$ cat src/rtl/char_string_render.sv
// char_string_render: draws a NUM_CHARS-glyph string from a 5x7 font at
// 2**SCALE_LOG2 scale. Placement and text are latched on frame_tick so the
// picture never tears. Fixed 2-cycle latency from x/y to display.
// Optional feature macro: BLINK_EN (frame-counted blink masking).
module char_string_render #(
   parameter int NUM_CHARS    = 8,
   parameter int SCALE_LOG2   = 2,
   parameter int BLINK_FRAMES = 30
) (
   input  logic                   clk,
   input  logic                   reset,
   input  logic                   frame_tick,
   input  logic [9:0]             start_x,
   input  logic [9:0]             start_y,
   input  logic [5*NUM_CHARS-1:0] text,
   input  logic                   blink,
   input  logic [9:0]             x,
   input  logic [9:0]             y,
   output logic                   display
);

   localparam int          CELL  = 1 << SCALE_LOG2;
   localparam logic [10:0] BOX_W = 11'(NUM_CHARS * 6 * CELL);
   localparam logic [10:0] BOX_H = 11'(7 * CELL);

   // 5x7 glyph rows packed row 0 first (MSBs); bit 4 of a row is the leftmost column
   function automatic logic [34:0] font_rom(input logic [4:0] code);
      case (code)
         5'd0:  font_rom = {5'b01110, 5'b10001, 5'b10011, 5'b10101, 5'b11001, 5'b10001, 5'b01110};
         5'd1:  font_rom = {5'b00100, 5'b01100, 5'b00100, 5'b00100, 5'b00100, 5'b00100, 5'b01110};
         5'd2:  font_rom = {5'b01110, 5'b10001, 5'b00001, 5'b00010, 5'b00100, 5'b01000, 5'b11111};
         5'd3:  font_rom = {5'b11111, 5'b00010, 5'b00100, 5'b00010, 5'b00001, 5'b10001, 5'b01110};
         5'd4:  font_rom = {5'b00010, 5'b00110, 5'b01010, 5'b10010, 5'b11111, 5'b00010, 5'b00010};
         5'd5:  font_rom = {5'b11111, 5'b10000, 5'b11110, 5'b00001, 5'b00001, 5'b10001, 5'b01110};
         5'd6:  font_rom = {5'b00110, 5'b01000, 5'b10000, 5'b11110, 5'b10001, 5'b10001, 5'b01110};
         5'd7:  font_rom = {5'b11111, 5'b00001, 5'b00010, 5'b00100, 5'b01000, 5'b01000, 5'b01000};
         5'd8:  font_rom = {5'b01110, 5'b10001, 5'b10001, 5'b01110, 5'b10001, 5'b10001, 5'b01110};
         5'd9:  font_rom = {5'b01110, 5'b10001, 5'b10001, 5'b01111, 5'b00001, 5'b00010, 5'b01100};
         5'd10: font_rom = {5'b01110, 5'b10001, 5'b10001, 5'b11111, 5'b10001, 5'b10001, 5'b10001}; // A
         5'd11: font_rom = {5'b11111, 5'b10000, 5'b10000, 5'b11110, 5'b10000, 5'b10000, 5'b11111}; // E
         5'd12: font_rom = {5'b01110, 5'b10001, 5'b10000, 5'b10111, 5'b10001, 5'b10001, 5'b01111}; // G
         5'd13: font_rom = {5'b01110, 5'b00100, 5'b00100, 5'b00100, 5'b00100, 5'b00100, 5'b01110}; // I
         5'd14: font_rom = {5'b10000, 5'b10000, 5'b10000, 5'b10000, 5'b10000, 5'b10000, 5'b11111}; // L
         5'd15: font_rom = {5'b10001, 5'b11011, 5'b10101, 5'b10101, 5'b10001, 5'b10001, 5'b10001}; // M
         5'd16: font_rom = {5'b10001, 5'b10001, 5'b11001, 5'b10101, 5'b10011, 5'b10001, 5'b10001}; // N
         5'd17: font_rom = {5'b01110, 5'b10001, 5'b10001, 5'b10001, 5'b10001, 5'b10001, 5'b01110}; // O
         5'd18: font_rom = {5'b11110, 5'b10001, 5'b10001, 5'b11110, 5'b10000, 5'b10000, 5'b10000}; // P
         5'd19: font_rom = {5'b11110, 5'b10001, 5'b10001, 5'b11110, 5'b10100, 5'b10010, 5'b10001}; // R
         5'd20: font_rom = {5'b01111, 5'b10000, 5'b10000, 5'b01110, 5'b00001, 5'b00001, 5'b11110}; // S
         5'd21: font_rom = {5'b10001, 5'b10001, 5'b10001, 5'b10001, 5'b10001, 5'b01010, 5'b00100}; // V
         5'd22: font_rom = {5'b10001, 5'b10001, 5'b10001, 5'b10101, 5'b10101, 5'b10101, 5'b01010}; // W
         5'd23: font_rom = {5'b10001, 5'b10001, 5'b01010, 5'b00100, 5'b00100, 5'b00100, 5'b00100}; // Y
         5'd24: font_rom = {5'b00000, 5'b00100, 5'b00000, 5'b00000, 5'b00000, 5'b00100, 5'b00000}; // :
         default: font_rom = '0;
      endcase
   endfunction

   logic [9:0]             sx_q, sy_q;
   logic [5*NUM_CHARS-1:0] txt_q;

   // Shadow placement/text, only updated at frame start
   always_ff @(posedge clk) begin
      if (reset) begin
         sx_q  <= '0;
         sy_q  <= '0;
         txt_q <= '1;
      end else if (frame_tick) begin
         sx_q  <= start_x;
         sy_q  <= start_y;
         txt_q <= text;
      end
   end

   // Stage 1: box test and cell coordinates, sums widened so boxes clip rather than wrap.
   // The character code is picked here so a pixel sharing a cycle with frame_tick
   // sees the old text as well as the old placement.
   logic [10:0] dx, dy, cx, idx;
   logic        in_box_d, in_box_q;
   logic [4:0]  code_d, code_q;
   logic [2:0]  col_d, col_q, row_d, row_q;

   // Stage 1 combinational decode
   always_comb begin
      dx       = {1'b0, x} - {1'b0, sx_q};
      dy       = {1'b0, y} - {1'b0, sy_q};
      in_box_d = (x >= sx_q) && ({1'b0, x} < ({1'b0, sx_q} + BOX_W)) &&
                 (y >= sy_q) && ({1'b0, y} < ({1'b0, sy_q} + BOX_H));
      cx       = dx >> SCALE_LOG2;
      row_d    = 3'(dy >> SCALE_LOG2);
      idx      = cx / 11'd6;
      col_d    = 3'(cx % 11'd6);
      code_d   = 5'd31;
      for (int i = 0; i < NUM_CHARS; i++)
         if (idx == 11'(i)) code_d = txt_q[5*i +: 5];
   end

   // Stage 1 register
   always_ff @(posedge clk) begin
      if (reset) begin
         in_box_q <= 1'b0;
         code_q   <= 5'd31;
         col_q    <= '0;
         row_q    <= '0;
      end else begin
         in_box_q <= in_box_d;
         code_q   <= code_d;
         col_q    <= col_d;
         row_q    <= row_d;
      end
   end

   logic mask;

`ifdef BLINK_EN
   logic [7:0] bcnt_q;
   logic       phase_q;

   // Blink phase toggles every BLINK_FRAMES frame ticks, starting visible
   always_ff @(posedge clk) begin
      if (reset) begin
         bcnt_q  <= '0;
         phase_q <= 1'b1;
      end else if (frame_tick) begin
         if (bcnt_q == 8'(BLINK_FRAMES - 1)) begin
            bcnt_q  <= '0;
            phase_q <= ~phase_q;
         end else begin
            bcnt_q  <= bcnt_q + 8'd1;
         end
      end
   end

   assign mask = blink & ~phase_q;
`else
   logic blink_unused;
   assign blink_unused = blink;
   assign mask         = 1'b0;
`endif

   // Stage 2: font lookup; gap column and invalid rows stay dark
   logic [34:0] glyph;
   logic [4:0]  row_bits, shifted;
   logic        display_d, display_q;

   // Stage 2 combinational pixel select
   always_comb begin
      glyph    = font_rom(code_q);
      row_bits = '0;
      for (int r = 0; r < 7; r++)
         if (row_q == 3'(r)) row_bits = glyph[5*(6-r) +: 5];
      shifted   = 5'(row_bits << col_q);
      display_d = in_box_q && (col_q < 3'd5) && shifted[4] && !mask;
   end

   // Stage 2 register
   always_ff @(posedge clk) begin
      if (reset) display_q <= 1'b0;
      else       display_q <= display_d;
   end

   assign display = display_q;

endmodule

$ cat config.mk
export PLATFORM = sky130hd
export DESIGN_NAME = char_string_render
export DESIGN_NICKNAME = d
export VERILOG_FILES = /design/src/rtl/char_string_render.sv
export SDC_FILE = /design/constraint.sdc
export NUM_CORES = 1
export LEC_CHECK = 0
export CORE_ASPECT_RATIO = 1.2
export CORE_UTILIZATION = 57
export CTS_CLUSTER_DIAMETER = 60
export CTS_CLUSTER_SIZE = 40
export DETAILED_ROUTE_END_ITERATION = 10
export MAX_ROUTING_LAYER = met4
export PLACE_DENSITY = 0.81
export SETUP_SLACK_MARGIN = 0.4
export SLEW_MARGIN = 5
export SYNTH_ARGS = -nofsm -noshare
export SYNTH_HDL_FRONTEND = slang
export SYNTH_SLANG_ARGS = --single-unit
export TNS_END_PERCENT = 1
$ cat constraint.sdc
create_clock -name clk -period 7.85 [get_ports clk]
set_input_delay 1.57 -clock clk [delete_from_list [all_inputs] [get_ports clk]]
set_output_delay 1.57 -clock clk [all_outputs]
set_load 0.02 [all_outputs]
==> metrics.yaml, run 1 <==
avgRoutedWirePerCell_microns: 17.0
syn_inst: 833
hpwl_microns: 12900
layout-drive-gt1-share: 0.0762
wl_met3_microns: 955
wl_met1_microns: 7200
core_sq_um: 11800
min_to: "display"
post_cts_resized: 0
max_freq_ghz: 0.141
power.share.switching: 0.372
fin_crit_ns: 7.10
tns_ns: 0
crit_fanout: 11
slew_violations: 0
reg2regPathDepth: 22
rsz0062_at_grt: "false"
end_kind: "flip-flop"
finalCritPeriodShare: 0.904
hold_depth: 1
cts_inserted_buffers: 9
cp.arrival_ns: 7.34
rows: 43
die_h_microns: 123
fillCellCount: 947
synthToLayoutAreaGrowth_pct: 17.1
hp-class: "reg -> reg"
cts.sinks: 103
yosysWarnings: 0
ant_nets: 0
io_pins: 85
dieArea_sq_um: 12700
grt_first_pass_wirelength_microns: 29400
grt_pass1_vias: 6297
antenna_cells: 0
gp_congestion: 0.944
hp-start: "in_box_q"
cts_buffer_depth: 2
p_leak_uw: 0.00333
intPower_uw: 1110
dieWidth_microns: 103
required_ns: 8.09
initialDrtViolationCount: 436
synthArstFlopShare: 0
htreeDepth: 3
power.density_nw_per_um2: 216
antenna_found_initial: 0
io_buffers: 83
ir_worst_vdd_uv: 213
post_cts_buffers: 0
seq_area_frac_synth: 0.295
final_nets: 1016
ys.flop_type: "dfxtp_1"
setup-violations-final: 0
grt_usage: 0.300
sequentialPowerShare: 0.349
grt_overflow: 0
clkPwrFrac: 0.241
root_buffer: "clkbuf_16"
outcome: "completed"
skew_ns: 0.0101
top_layer: "met4"
power_switching_uw: 658
drcViolationCount: 0
holdWs_ns: 0.454
wl_met2_microns: 9360
avgSynthCellArea_sq_um: 8.40
syn_nets: 962
ys_ff_latch: 103
max_cap_viol_count: 0
vias: 6395
finalHoldViolCount: 0
rrSetupSlack_ns: 2.04
path_class: "in -> reg"
ys_types: 82
grt_max_degree: 68
clk_latency_ns: 0.35
synth_edf_count: 0
start_util: 0.594
tightest_slew_ns: 1.12
cts_tree: "built"
r2r-start: "sx_q[1]"
combPwrFrac: 0.410
via_per_inst: 6.10
netlist_area_sq_um: 7000
clk_pin_slew_ns: 0.07
firstDrtPassIters: 6
reg2reg_to: "glyph[3]"
relSlewSlack: 0.250
start_kind: "primary input"
drt_wl_total_microns: 17800
cts_hold_buf: 0
==> flip-flops by register name, summed over array words and instances (netlist names) <==
signal	cells
display	1
row_q	3
in_box_q	1
sy_q	10
glyph	35
col_q	3
sx_q	10
txt_q	40
==> logic make-up after synthesis <==
| kind of cell | share of synthesized area |
|---|---|
| buffers and inverters | 0.0608 |
| AO/OA/AOI/OAI | 0.226 |
| AND/OR/NAND/NOR | 0.162 |
| adder cells (fa/ha/maj) | 0.0805 |
| flip-flops | 0.295 |
| XOR/XNOR | 0.0290 |
| multiplexers | 0.148 |
==> synthesized netlist by cell type (8+ instances only) <==
| cell | instances | area (sq um) |
|---|---|---|
| buf_2 | 16 | 80.1 |
| o21a_1 | 11 | 82.6 |
| a31oi_1 | 8 | 50.1 |
| o211ai_1 | 12 | 90.1 |
| mux2i_1 | 80 | 801 |
| xnor2_1 | 13 | 114 |
| nor3_1 | 15 | 75.1 |
| o21ai_0 | 35 | 175 |
| mux2_2 | 8 | 90.1 |
| buf_1 | 9 | 33.8 |
| o22ai_1 | 14 | 87.6 |
| nand2_1 | 85 | 319 |
| and2_1 | 8 | 50.1 |
| dfxtp_1 | 103 | 2060 |
| nor2_1 | 76 | 285 |
| inv_1 | 44 | 165 |
| a21oi_1 | 42 | 210 |
| nand2b_1 | 14 | 87.6 |
| nand3_1 | 14 | 70.1 |
| clkbuf_1 | 25 | 93.8 |
| ha_1 | 45 | 563 |
==> power by group through the flow <==
stage	registers (uW)	clock network [uW]	logic [uW]
2_1_floorplan	612	0	540
3_3_place_gp	626	0	693
3_5_place_dp	629	0	712
4_1_cts	617	432	719
5_1_grt	623	450	799
6_report	618	426	727
==> per-stage QoR <==
stage	cell area, sq um	setup slack [ns]	util	power [uW]	instances
4_1_cts	8190	0.812	0.695	1770	1049
6_report	8190	0.751	0.695	1770	1049
2_1_floorplan	7000	1.63	-	1150	833
3_3_place_gp	7910	0.677	0.671	1320	1033
3_5_place_dp	7910	0.507	0.671	1340	1033
5_1_grt	8190	0.443	0.695	1870	1049
==> how the worst max path moves through the flow <==
stage	from	slack (ns)	endpoint
global route	x[9]	0.44	glyph[3]
CTS	x[1]	0.81	glyph[3]
finish	x[1]	0.75	glyph[3]
floorplan	x[1]	1.63	glyph[18]
detailed placement	x[1]	0.51	glyph[3]
global placement	x[1]	0.68	glyph[3]
==> cells in the final DEF (no fill, tap or decap), drive strengths merged, types with 15 or more instances in the layout <==
| cell | n |
|---|---|
| dfxtp | 103 |
| nand2 | 86 |
| clkdlybuf4s50 | 82 |
| mux2i | 80 |
| nor2 | 77 |
| inv | 50 |
| ha | 45 |
| a21oi | 44 |
| o21ai | 40 |
| o22ai | 16 |
| nor3 | 15 |
| buf | 15 |
==> layer usage <==
layer / track usage / up-vias
li1: - / 3118
met1: 0.345 / 3037
met2: 0.536 / 214
met3: 0.0458 / 26
met4: 0.0871 / 0
met5: - / -
==> worst max-delay path, cell delays in order <==
cell and delay [ns]:
clkdlybuf4s50_1 0.41, ha_1 0.32, nor2b_4 0.15, o31a_4 0.32, o41a_1 0.42, buf_4 0.22
o311ai_1 0.49, o21ai_2 0.20, nand3_1 0.14, o21ai_0 0.12, nand3_1 0.15, nand2_1 0.07
ha_1 0.18, a21o_1 0.15, a211o_1 0.33, o41a_1 0.42, o21ai_1 0.09, and3_1 0.41
inv_2 0.20, ha_1 0.36, mux2_2 0.33, a221oi_1 0.30
==> final cells by class <==
type / count / area, sq um / share of cell area
Multi-Input combinational cell: 627 / 4520 / 0.552
Sequential cell: 103 / 2060 / 0.252
Timing Repair Buffer: 97 / 946 / 0.115
Clock buffer: 10 / 229 / 0.0280
Tap cell: 157 / 196 / 0.0240
Inverter: 49 / 184 / 0.0225
Clock inverter: 6 / 51.3 / 0.00626
Power figures use the tool's default switching activity.
==> inputs of run 2 (changes only) <==
==> constraint.sdc (replaced) <==
create_clock -name clk -period 7.85 [get_ports clk]
set_input_delay 1.1775 -clock clk [delete_from_list [all_inputs] [get_ports clk]]
set_output_delay 1.1775 -clock clk [all_outputs]
set_load 0.02 [all_outputs]
==> metrics.yaml, run 2 (synthesis gave the netlist of run 1 again) <==
r2r-start: "sx_q[1]"  # unchanged
stdcell_count: 1041  # was 1,049
slew_violations: 0  # unchanged
reg2regPathDepth: 23  # was 22
reg2reg_to: "glyph[15]"  # was glyph[3]
hold_depth: 1  # unchanged
htreeDepth: 3  # unchanged
grt_first_pass_wirelength_microns: 28700  # was 29,400 microns
max_freq_ghz: 0.143  # was 0.141 GHz
power_switching_uw: 653  # was 658 uW
grt_overflow: 0  # unchanged
cts.sinks: 103  # unchanged
max_cap_viol_count: 0  # unchanged
hp-start: "in_box_q"  # unchanged
firstDrtPassIters: 5  # was 6
finalCritPeriodShare: 0.889  # was 0.904
path_class: "in -> reg"  # unchanged
cp.arrival_ns: 7.21  # was 7.34 ns
setup-violations-final: 0  # unchanged
grt_max_degree: 68  # unchanged
power.share.switching: 0.363  # was 0.372
crit_chain: "clkdlybuf4s50_1 > ha_1 > nor2b_4 > o31a_4 > o41a_1 > xnor2_4 > o31ai_1 > o22ai_4 > nand2_1 > o22ai_1 > o21ai_0 > nand2_1 > ha_1 > a21o_1 > a211o_1 > nor2_4 > a31oi_1 > and3_1 > ha_1 > inv_1 > nand3_1 > o21ai_0 > a221o_1"  # was clkdlybuf4s50_1 > ha_1 > nor2b_4 > o31a_4 > o41a_1 > buf_4 > o311ai_1 > o21ai_2 > nand3_1 > o21ai_0 > nand3_1 > nand2_1 > ha_1 > a21o_1 > a211o_1 > o41a_1 > o21ai_1 > and3_1 > inv_2 > ha_1 > mux2_2 > a221oi_1
crit_fanout: 11  # unchanged
antenna_found_initial: 0  # unchanged
regArea_sq_um: 2060  # unchanged
final_nets: 1008  # was 1,016
grt_pass1_vias: 6104  # was 6,297
initialDrtViolationCount: 398  # was 436
vias: 6374  # was 6,395
cts_inserted_buffers: 9  # unchanged
clk_latency_ns: 0.35  # about the same
sequentialPowerShare: 0.343  # was 0.349
drt_wl_total_microns: 17900  # was 17,800 microns
synthToLayoutAreaGrowth_pct: 16.6  # was 17.1%
fin_crit_ns: 6.98  # was 7.10 ns
required_ns: 8.08  # was 8.09 ns
end_kind: "flip-flop"  # unchanged
crit_cells: 23  # was 22
rrSetupSlack_ns: 1.77  # was 2.04 ns
start_util: 0.594  # unchanged
min_to: "display"  # unchanged
ant_nets: 0  # unchanged
dieWidth_microns: 103  # unchanged
fillCellCount: 943  # was 947
avgRoutedWirePerCell_microns: 17.2  # was 17.0 microns
io_buffers: 83  # unchanged
fin_util: 0.692  # was 0.695
intPower_uw: 1150  # was 1110 uW
power.density_nw_per_um2: 221  # was 216 nW/um^2
combPwrFrac: 0.398  # was 0.410
place_inst: 1025  # was 1,033
layout_commonest_cell: "dfxtp_1"  # unchanged
dieArea_sq_um: 12700  # unchanged
post_cts_buffers: 0  # unchanged
clkPwrFrac: 0.259  # was 0.241
gp_congestion: 0.976  # was 0.944
holdWs_ns: 0.479  # was 0.454 ns
post_cts_resized: 0  # unchanged
total_power_uw: 1800  # was 1770 uW
cp_top_family: "compound AO/OA/AOI/OAI gates"  # unchanged
ir_worst_vdd_uv: 210  # was 213 uV
tightest_slew_ns: 1.22  # was 1.12 ns
largest_register: "txt_q"  # unchanged
largest_reg_flops: 40  # unchanged
finalHoldViolCount: 0  # unchanged
drcViolationCount: 0  # unchanged
cp_slowest_cell: "ha_1"  # was o311ai_1
clk_pin_slew_ns: 0.07  # about the same
io_pins: 85  # unchanged
cts_buffer_depth: 2  # unchanged
rows: 43  # unchanged
core_sq_um: 11800  # unchanged
via_per_inst: 6.12  # was 6.10
antenna_cells: 0  # unchanged
outcome: "completed"  # unchanged
final_cell_mix: "103 x dfxtp_1, 85 x nand2_1, 82 x clkdlybuf4s50_1"  # unchanged
grt_usage: 0.299  # was 0.300
layout-drive-gt1-share: 0.0690  # was 0.0762
cts_tree: "built"  # unchanged
die_h_microns: 123  # unchanged
hp-class: "reg -> reg"  # unchanged
p_leak_uw: 0.00330  # was 0.00333 uW
path_buf_inv: 2  # was 3
hpwl_microns: 12900  # about the same
skew_ns: 0.00815  # was 0.0101 ns
cp_common_cell: "ha_1"  # unchanged
start_kind: "primary input"  # unchanged
multiInputGateArea_sq_um: 4520  # unchanged
slowest_delay_ns: 0.60  # was 0.49 ns
cts_hold_buf: 0  # unchanged
rsz0062_at_grt: "false"  # unchanged
tns_ns: 0  # unchanged
relSlewSlack: 0.189  # was 0.250
root_buffer: "clkbuf_16"  # unchanged
## run 2: cell type report
class                      count  area share
sequential                   103       0.253
multi-input combinational    627       0.554
clock inverter                 5     0.00828
clock buffer                  11      0.0310
timing repair buffer          89       0.107
tap                          157      0.0241
inverter                      49      0.0225
## run 2: how the worst max path moves through the flow
stage                     startpoint         to
after floorplan                 x[1]  glyph[18]
after global placement          x[1]  glyph[24]
after detailed placement        x[1]   glyph[3]
after CTS                       x[1]  glyph[15]
after global routing            x[1]  glyph[15]
final                           x[1]  glyph[15]
## run 2: power groups by stage
stage	combinational (uW)	clock (uW)	sequential [uW]
after CTS	706	475	616
after global routing	782	498	623
after global placement	679	0	625
final	716	467	617
after detailed placement	698	0	628
after floorplan	540	0	612
## run 2: through the flow
stage / area, sq um / setup slack (ns)
2_1_floorplan: 7000 / 2.02
3_3_place_gp: 7840 / 0.742
3_5_place_dp: 7840 / 0.652
4_1_cts: 8160 / 0.952
5_1_grt: 8160 / 0.596
6_report: 8160 / 0.868
## run 2: layer usage
layer / up-vias / share of wire / global-route usage
met1: 3015 / 0.42 / 0.341
li1: 3107 / - / -
met5: - / 0 / -
met3: 42 / 0.045 / 0.0418
met4: 0 / 0.028 / 0.116
met2: 210 / 0.51 / 0.525
## run 2: worst reg2reg max path, stage by stage (launching register included)
cell and delay, ns:
dfxtp_1 0.33, inv_1 0.05, ha_1 0.30, nor2b_4 0.16
o31a_4 0.32, o41a_1 0.54, xnor2_4 0.25, o31ai_1 0.37
o22ai_4 0.16, nand2_1 0.13, o22ai_1 0.09, o21ai_0 0.25
nand2_1 0.09, ha_1 0.18, a21o_1 0.15, a211o_1 0.31
nor2_4 0.34, a31oi_1 0.13, and3_1 0.39, ha_1 0.60
inv_1 0.21, nand3_1 0.11, o21ai_0 0.12, a221o_1 0.37
